### src/rtl/vr_rr_arbiter.sv
// vr_rr_arbiter: NUM_REQ:1 round-robin valid/ready arbiter with a registered output stage.
// Defining VR_ARB_LOCK_EN holds the grant on one requester until it sends a word with in_last set.
module vr_rr_arbiter #(
   parameter int NUM_REQ = 4,
   parameter int DATA_W  = 32
) (
   input  logic                        clk,
   input  logic                        rst,
   input  logic [NUM_REQ-1:0]          in_valid,
   output logic [NUM_REQ-1:0]          in_ready,
   input  logic [NUM_REQ*DATA_W-1:0]   in_data,
`ifdef VR_ARB_LOCK_EN
   input  logic [NUM_REQ-1:0]          in_last,
   output logic                        out_last,
`endif
   output logic                        out_valid,
   input  logic                        out_ready,
   output logic [DATA_W-1:0]           out_data,
   output logic [$clog2(NUM_REQ)-1:0]  out_src
);
   localparam int IDX_W = $clog2(NUM_REQ);
   localparam logic [IDX_W:0] NUM_REQ_W = (IDX_W+1)'(NUM_REQ);
   localparam logic [IDX_W-1:0] LAST_IDX = IDX_W'(NUM_REQ - 1);

   logic [IDX_W-1:0]   rr_ptr_r;
   logic [IDX_W-1:0]   ptr_nxt_s;
   logic [NUM_REQ-1:0] req_rot_s;
   logic [IDX_W:0]     cand_s;
   logic [IDX_W-1:0]   rr_grant_s;
   logic               rr_vld_s;
   logic [IDX_W-1:0]   grant_s;
   logic               grant_vld_s;
   logic               load_s;
   logic               in_xfer_s;
   logic [NUM_REQ-1:0] in_ready_s;
   logic [DATA_W-1:0]  sel_data_s;
   logic               out_valid_r;
   logic [DATA_W-1:0]  out_data_r;
   logic [IDX_W-1:0]   out_src_r;
`ifdef VR_ARB_LOCK_EN
   logic               locked_r;
   logic [IDX_W-1:0]   lock_src_r;
   logic               out_last_r;
`endif

   // Rotate the requests so bit 0 is rr_ptr; the lowest set bit wins, mapped back to an absolute index.
   always_comb begin
      req_rot_s  = NUM_REQ'({in_valid, in_valid} >> rr_ptr_r);
      rr_grant_s = '0;
      rr_vld_s   = 1'b0;
      cand_s     = '0;
      for (int k = NUM_REQ - 1; k >= 0; k--) begin
         cand_s     = {1'b0, rr_ptr_r} + (IDX_W+1)'(k);
         cand_s     = (cand_s >= NUM_REQ_W) ? (cand_s - NUM_REQ_W) : cand_s;
         rr_grant_s = req_rot_s[k] ? cand_s[IDX_W-1:0] : rr_grant_s;
         rr_vld_s   = rr_vld_s | req_rot_s[k];
      end
   end

   // Final grant, handshake and payload select.
   always_comb begin
      grant_s     = rr_grant_s;
      grant_vld_s = rr_vld_s;
`ifdef VR_ARB_LOCK_EN
      if (locked_r) begin
         grant_s     = lock_src_r;
         grant_vld_s = in_valid[lock_src_r];
      end else begin
         grant_s     = rr_grant_s;
         grant_vld_s = rr_vld_s;
      end
`endif
      load_s     = !out_valid_r || out_ready;
      in_xfer_s  = !rst && grant_vld_s && load_s;
      in_ready_s = '0;
      if (in_xfer_s) begin
         in_ready_s[grant_s] = 1'b1;
      end else begin
         in_ready_s = '0;
      end
      ptr_nxt_s  = (grant_s == LAST_IDX) ? '0 : (grant_s + IDX_W'(1));
      sel_data_s = '0;
      for (int k = 0; k < NUM_REQ; k++) begin
         sel_data_s = (grant_s == IDX_W'(k)) ? in_data[k*DATA_W +: DATA_W] : sel_data_s;
      end
   end

   // Output register, round-robin pointer and packet lock state.
   always_ff @(posedge clk) begin
      if (rst) begin
         out_valid_r <= 1'b0;
         out_data_r  <= '0;
         out_src_r   <= '0;
         rr_ptr_r    <= '0;
`ifdef VR_ARB_LOCK_EN
         locked_r    <= 1'b0;
         lock_src_r  <= '0;
         out_last_r  <= 1'b0;
`endif
      end else begin
         if (in_xfer_s) begin
            out_valid_r <= 1'b1;
            out_data_r  <= sel_data_s;
            out_src_r   <= grant_s;
         end else if (out_ready) begin
            out_valid_r <= 1'b0;
         end else begin
            out_valid_r <= out_valid_r;
         end
`ifdef VR_ARB_LOCK_EN
         // The pointer only moves once a packet is complete.
         if (in_xfer_s) begin
            out_last_r <= in_last[grant_s];
            locked_r   <= !in_last[grant_s];
            lock_src_r <= grant_s;
            if (in_last[grant_s]) begin
               rr_ptr_r <= ptr_nxt_s;
            end else begin
               rr_ptr_r <= rr_ptr_r;
            end
         end else begin
            locked_r <= locked_r;
         end
`else
         if (in_xfer_s) begin
            rr_ptr_r <= ptr_nxt_s;
         end else begin
            rr_ptr_r <= rr_ptr_r;
         end
`endif
      end
   end

   assign in_ready  = in_ready_s;
   assign out_valid = out_valid_r;
   assign out_data  = out_data_r;
   assign out_src   = out_src_r;
`ifdef VR_ARB_LOCK_EN
   assign out_last  = out_last_r;
`endif

endmodule

### config.mk
export PLATFORM = sky130hd
export DESIGN_NAME = vr_rr_arbiter
export DESIGN_NICKNAME = d
export VERILOG_FILES = /design/src/rtl/vr_rr_arbiter.sv
export SDC_FILE = /design/constraint.sdc
export NUM_CORES = 1
export LEC_CHECK = 0
export ABC_AREA = 1
export BUFFER_PORTS_ARGS = -buffer_cell sky130_fd_sc_hd__buf_2
export CORE_UTILIZATION = 30
export DETAILED_ROUTE_END_ITERATION = 8
export PLACE_DENSITY = 0.68
export SETUP_SLACK_MARGIN = 0.02
export SLEW_MARGIN = 30
export SYNTH_ARGS = -nofsm -noshare
export SYNTH_HDL_FRONTEND = slang
export SYNTH_SLANG_ARGS = --single-unit
### constraint.sdc
create_clock -name clk -period 4.5 [get_ports clk]
set_clock_uncertainty 0.1 [all_clocks]
set_input_delay 0.675 -clock clk [delete_from_list [all_inputs] [get_ports clk]]
set_output_delay 0.675 -clock clk [all_outputs]
set_load 0.005 [all_outputs]
==> out/metrics.yaml, run 1 <==
timing:
  fin_crit_ns: 3.58
  rsz0062_at_grt: "no"
  fmax_ghz: 0.280
  setup_viol: 0
  worst_slew_pin_slew_ns: 0.719
  finalHoldViolCount: 0
  hold_ws_ns: 0.369
  fin_tns_setup_ns: 0
  final.period_utilization: 0.795
  drv_slew: 0
  maxSlewHeadroom: 0.521
clock_network:
  post_cts_buffers: 0
  path_clk_slew_ns: 0.08
  cts_num_sinks: 37
  numCtsBuffers: 5
  hold_buffers: 0
  clock_latency_ns: 0.28
  cts_buffer_depth: 2
  cts_tree: "yes"
  cts_max_level: 2
  root_buffer: "clkbuf_8"
  cts_resized: 0
floorplanning:
  num_io_pins: 174
  die_x_um: 97.6
  start_util: 0.313
  row_count: 34
  core_um2: 8760
  die_h_um: 97.6
  die-area_um2: 9520
worst_setup_path:
  cp.required_ns: 3.72
  crit_arrival_ns: 2.80
  r2r_cells: 17
  end_kind: "primary output"
  cp_max_fo: 18
  crit_type: "reg -> out"
  cp-start-kind: "flop"
finish:
  multi_input_area_um2: 1740
  n_antenna_cell: 0
  nNetsFinal: 705
  seq_area_um2: 741
  area_delta_synth_final_pct: 35.2
  fillCellCount: 924
  drive_gt1_frac: 0.413
detailed_routing:
  highest_layer: "met4"
  wl_per_cell_um: 13.4
  wl_met2_mm: 4.54
  dr_total_vias: 3319
  avgViaCountPerCell: 4.92
  drtIter0Drc: 100
  wl_met1_mm: 3.88
  final_antenna_net_count: 0
  route.detailed.drc: 0
  dr.pass1.iters: 4
  routed_wl_mm: 9.04
  wl_met3_um: 520
power_and_ir_drop:
  leakagePower_uw: 0.00214
  p_sw_frac: 0.503
  p_per_area_nw_per_um2: 647
  pwr-share-seq: 0.217
  combPwrFrac: 0.675
  p_int_uw: 1190
  ir_worst_vdd_uv: 232
  p_clk_frac: 0.108
  power_switching_uw: 1200
yosys:
  synth_compound_area_frac: 0.264
  yosys_warnings: 0
  synthesis.area_um2: 2740
  synthAdderAreaFrac: 0.0183
  syn_inst: 414
  yosys-mux-area-fraction: 0
  synth_cell_types: 26
  syn_nets: 553
  ys_seq_area_frac: 0.270
  synth_xor_area_frac: 0.00320
  synth_top_family_by_area: "simple AND/OR/NAND/NOR gates"
  synth-simple-area-share: 0.349
  syn_area_per_cell_um2: 6.62
  ys_ff_latch: 37
global_route:
  overflow: 0
  grt_pass1_wl_mm: 14.4
  antenna_found_initial: 0
  grtUsageTotal: 0.184
  grt_pass1_vias: 3038
  grt_max_degree: 42
placement:
  place_hpwl_mm: 6.68
  io_buffers: 173
  place.gp.congestion: 0.840
outcome:
  status: "complete, no violations"
worst_hold_path:
  min_path_type: "reg -> reg"
  hold_depth: 2
job:
  maxCapViolCount: 0
-- cells by family (layout without fill, tap and decap cells) --
family	after synthesis	after routing
AND/OR/NAND/NOR	220	220
AO/OA/AOI/OAI	100	100
buffers and inverters	52	205
flip-flops	37	37
adder cells (fa/ha/maj)	4	4
XOR/XNOR	1	1
-- cell usage after synthesis --
cell type,instances,area (um^2)
nand2_1,154,578
nand3_1,43,215
dfxtp_1,37,741
o21ai_0,34,170
a21oi_1,33,165
o211ai_2,28,350
clkbuf_1,17,63.8
inv_1,15,56.3
nor2_1,10,37.5
buf_2,6,30.0
buf_6,5,56.3
ha_1,4,50.1
nand2_4,4,45.0
nand3_2,4,40.0
o211ai_1,4,30.0
buf_4,3,22.5
buf_1,2,7.51
nand2_2,2,12.5
nor2_4,2,22.5
a21oi_2,1,8.76
clkinv_1,1,3.75
inv_2,1,3.75
inv_4,1,6.26
inv_6,1,8.76
nor2_2,1,6.26
xnor2_1,1,8.76
-- metal layers --
layer	global-route usage	vias to the layer above
met3	0.0266	10
met2	0.335	129
li1	-	1684
met4	0.0419	0
met5	0	-
met1	0.227	1496
-- power groups by stage --
| stage | registers (uW) | clock network, uW | logic [uW] |
|---|---|---|---|
| 6_report | 520 | 260 | 1620 |
| 4_1_cts | 519 | 272 | 1630 |
| 2_1_floorplan | 518 | 0 | 1200 |
| 3_3_place_gp | 522 | 0 | 1580 |
| 3_5_place_dp | 525 | 0 | 1630 |
| 5_1_grt | 533 | 286 | 1840 |
-- area by class of cell --
cell class	count	share of cell area
Multi-Input combinational cell	325	0.471
Timing Repair Buffer	178	0.244
Sequential cell	37	0.200
Tap cell	108	0.0365
Clock buffer	7	0.0260
Inverter	19	0.0216
Clock inverter	1	0.00135
-- flip-flops by register name, summed over array words and instances (netlist names) --
register	count
out_valid	1
out_src	2
out_data	32
rr_ptr_r	2
-- placed cells by master (no fill, tap or decap), types with 4 or more instances in the layout --
cell      netlist  layout
buf_2           6     173
nand2_1       154     154
nand3_1        43      43
dfxtp_1        37      37
o21ai_0        34      34
a21oi_1        33      33
o211ai_2       28      28
inv_1          15      14
nor2_1         10       9
clkbuf_8        0       7
buf_4           3       5
nand2_4         4       4
nand3_2         4       4
o211ai_1        4       4
ha_1            4       4
-- stage by stage --
stage / util / area [um^2] / worst slack [ns] / total power [uW] / std cells
2_1_floorplan: - / 2740 / 1.30 / 1720 / 414
3_3_place_gp: 0.411 / 3600 / 1.19 / 2110 / 667
3_5_place_dp: 0.411 / 3600 / 1.07 / 2150 / 667
4_1_cts: 0.423 / 3700 / 0.888 / 2420 / 675
5_1_grt: 0.423 / 3700 / 0.632 / 2660 / 675
6_report: 0.423 / 3700 / 0.924 / 2400 / 675
-- path summary, 6_finish.rpt --
kind / start / slack, ns / to
worst max register to register: rr_ptr_r[0] / 1.24 / out_data[3]
worst max-delay path: rr_ptr_r[0] / 0.92 / in_ready[2]
worst min-delay path: out_data[17] / 0.37 / out_data[17]
worst min register to register: out_data[17] / 0.37 / out_data[17]
-- worst max-delay path: stages, from the launching register on --
cell     delay (ns)
dfxtp_1        0.59
inv_6          0.09
nand2_1        0.10
nand3_1        0.08
nand2_1        0.13
nand2_1        0.06
nor2_1         0.12
nand2_1        0.07
nand2_1        0.08
nand2_1        0.10
inv_1          0.09
ha_1           0.62
inv_1          0.13
nor2_1         0.12
buf_2          0.13
Note: power is estimated with default switching activity, not from simulation.
==> run 2: changes to the inputs <==
Settings changed: PLACE_DENSITY 0.68 to 0.7.
Clock period 4.5 ns to 2.9 ns, I/O delays scaled along.
==> out/metrics.yaml, run 2 (synthesis results as in run 1) <==
timing:
  finalHoldViolCount: 0  # unchanged
  fin_crit_ns: 2.75
  drv_slew: 0  # unchanged
  maxSlewHeadroom: 0.660  # +0.139
  worst_slew_pin_slew_ns: 0.507  # -0.212 ns
  final.period_utilization: 0.949
  fmax_ghz: 0.363
  setup_viol: 0  # unchanged
  hold_ws_ns: 0.231  # -0.139 ns
floorplanning:
  core_um2: 8760  # unchanged
  die-area_um2: 9520  # unchanged
  num_io_pins: 174  # unchanged
  die_h_um: 97.6  # unchanged
  row_count: 34  # unchanged
  start_util: 0.313  # unchanged
  die_x_um: 97.6  # unchanged
finish:
  nNetsFinal: 714  # +1.3%
  mostFrequentLayoutCells: "buf_2, nand2_1, nand3_1"
  fin_util: 0.436  # +0.0138
  drive_gt1_frac: 0.434  # +0.0213
  area_delta_synth_final_pct: 39.6
  final_common_cell: "buf_2"
  largest_reg_flops: 32  # unchanged
  instances_no_fill: 685  # +1.5%
  fillCellCount: 937  # +1.4%
  design_area_um2: 3820  # +3.3%
detailed_routing:
  dr.pass1.iters: 4  # unchanged
  route.detailed.drc: 0  # unchanged
  final_antenna_net_count: 0  # unchanged
  dr_total_vias: 3375  # +1.7%
  routed_wl_mm: 9.51  # +5.2%
  avgViaCountPerCell: 4.93  # +0.20%
  drtIter0Drc: 96  # -4.0%
  wl_per_cell_um: 13.9  # +3.7%
placement:
  place.gp.congestion: 0.881  # +4.9%
  dp_cells: 675  # +1.2%
  place_hpwl_mm: 7.28  # +8.9%
  io_buffers: 173  # unchanged
  placed_cell_area_um2: 3700  # +2.7%
clock_network:
  cts_num_sinks: 37  # unchanged
  cts_max_level: 2  # unchanged
  hold_buffers: 0  # unchanged
  cts_tree: "yes"
  cts_buffer_depth: 2  # unchanged
  clock_latency_ns: 0.30  # +0.02 ns
  root_buffer: "clkbuf_8"
  path_clk_slew_ns: 0.09  # about the same
  numCtsBuffers: 5  # unchanged
job:
  maxCapViolCount: 0  # unchanged
global_route:
  antenna_found_initial: 1  # +1
  overflow: 0  # unchanged
  grt_max_degree: 37  # -12%
  grtUsageTotal: 0.198  # +0.0139
  grt_pass1_vias: 3221  # +6.0%
  grt_pass1_wl_mm: 15.4  # +6.8%
worst_setup_path:
  cp.required_ns: 2.37  # -1.35 ns
  end_kind: "primary output"
  crit_type: "reg -> out"
  cp-start-kind: "flop"
  cp_max_fo: 15  # -3
  crit_arrival_ns: 2.22  # -0.58 ns
power_and_ir_drop:
  p_per_area_nw_per_um2: 1010  # +56%
  power_uw: 3860  # +61%
  ir_worst_vdd_uv: 464  # +100%
  leakagePower_uw: 0.00220  # +2.6%
outcome:
  status: "complete, no violations"
worst_hold_path:
  min_path_type: "in -> reg"
==> run 2: cell types whose count changed in the layout (fill, tap and decap cells not counted), moves of 2 or more <==
cell	delta
buf_12	+3
buf_4	+5
dfxtp_1	-2
nand2_1	-4
nand2_2	+4
==> run 2: metrics by stage <==
step | setup TNS [ns] | setup slack (ns)
floorplan | 0 | 0.180
global route | -0.0190 | -0.0190
finish | 0 | 0.149
CTS | 0 | 0.0832
detailed placement | 0 | 0.263
global placement | 0 | 0.330
==> run 2: final cells by class <==
cell class / instances / area, um^2 / share of cell area
Timing Repair Buffer: 187 / 1010 / 0.263
Inverter: 19 / 78.8 / 0.0206
Clock inverter: 1 / 5.00 / 0.00131
Tap cell: 108 / 135 / 0.0353
Sequential cell: 37 / 746 / 0.195
Antenna cell: 1 / 2.50 / 0.000654
Multi-Input combinational cell: 325 / 1760 / 0.459
Clock buffer: 7 / 96.3 / 0.0252
==> run 2: repair_timing <==
| item | CTS | global route |
|---|---|---|
| setup buffers | 0 | 1 |
| gates cloned | 0 | 0 |
| gates resized for setup | 2 | 8 |
| setup endpoints to repair | 1 | 1 |
==> run 2: per-layer routing <==
layer	wire length, um	GRT usage	vias to the layer above
met1	4010	0.239	1523
met3	574	0.0288	14
met4	190	0.0600	0
li1	-	-	1698
met5	0	0	-
met2	4730	0.360	140
==> run 2: critical path, stage by stage (launching register included) <==
cell and delay (ns):
dfxtp_4 0.40, clkbuf_2 0.18, nand2_1 0.07, nand3_1 0.09, nand2_2 0.07, o21ai_1 0.15
inv_1 0.07, nand2_2 0.09, nand2_2 0.07, inv_1 0.08, ha_2 0.19, inv_1 0.05
buf_4 0.18, nor2_1 0.10, buf_2 0.12
==> run 2: worst paths after layout <==
kind                                     end  cells past startpoint  slack, ns         start
worst min-delay path             rr_ptr_r[0]                      2       0.23           rst
worst max register to register  out_data[16]                     17       0.43   rr_ptr_r[0]
worst max-delay path             in_ready[2]                     14       0.15   rr_ptr_r[0]
worst min register to register  out_data[16]                      2       0.37  out_data[16]
==> run 2: where the power goes <==
part / switching, uW / internal, uW
logic: 1600 / 1040
registers: 106 / 699
clock network: 201 / 215
total: 1910 / 1960
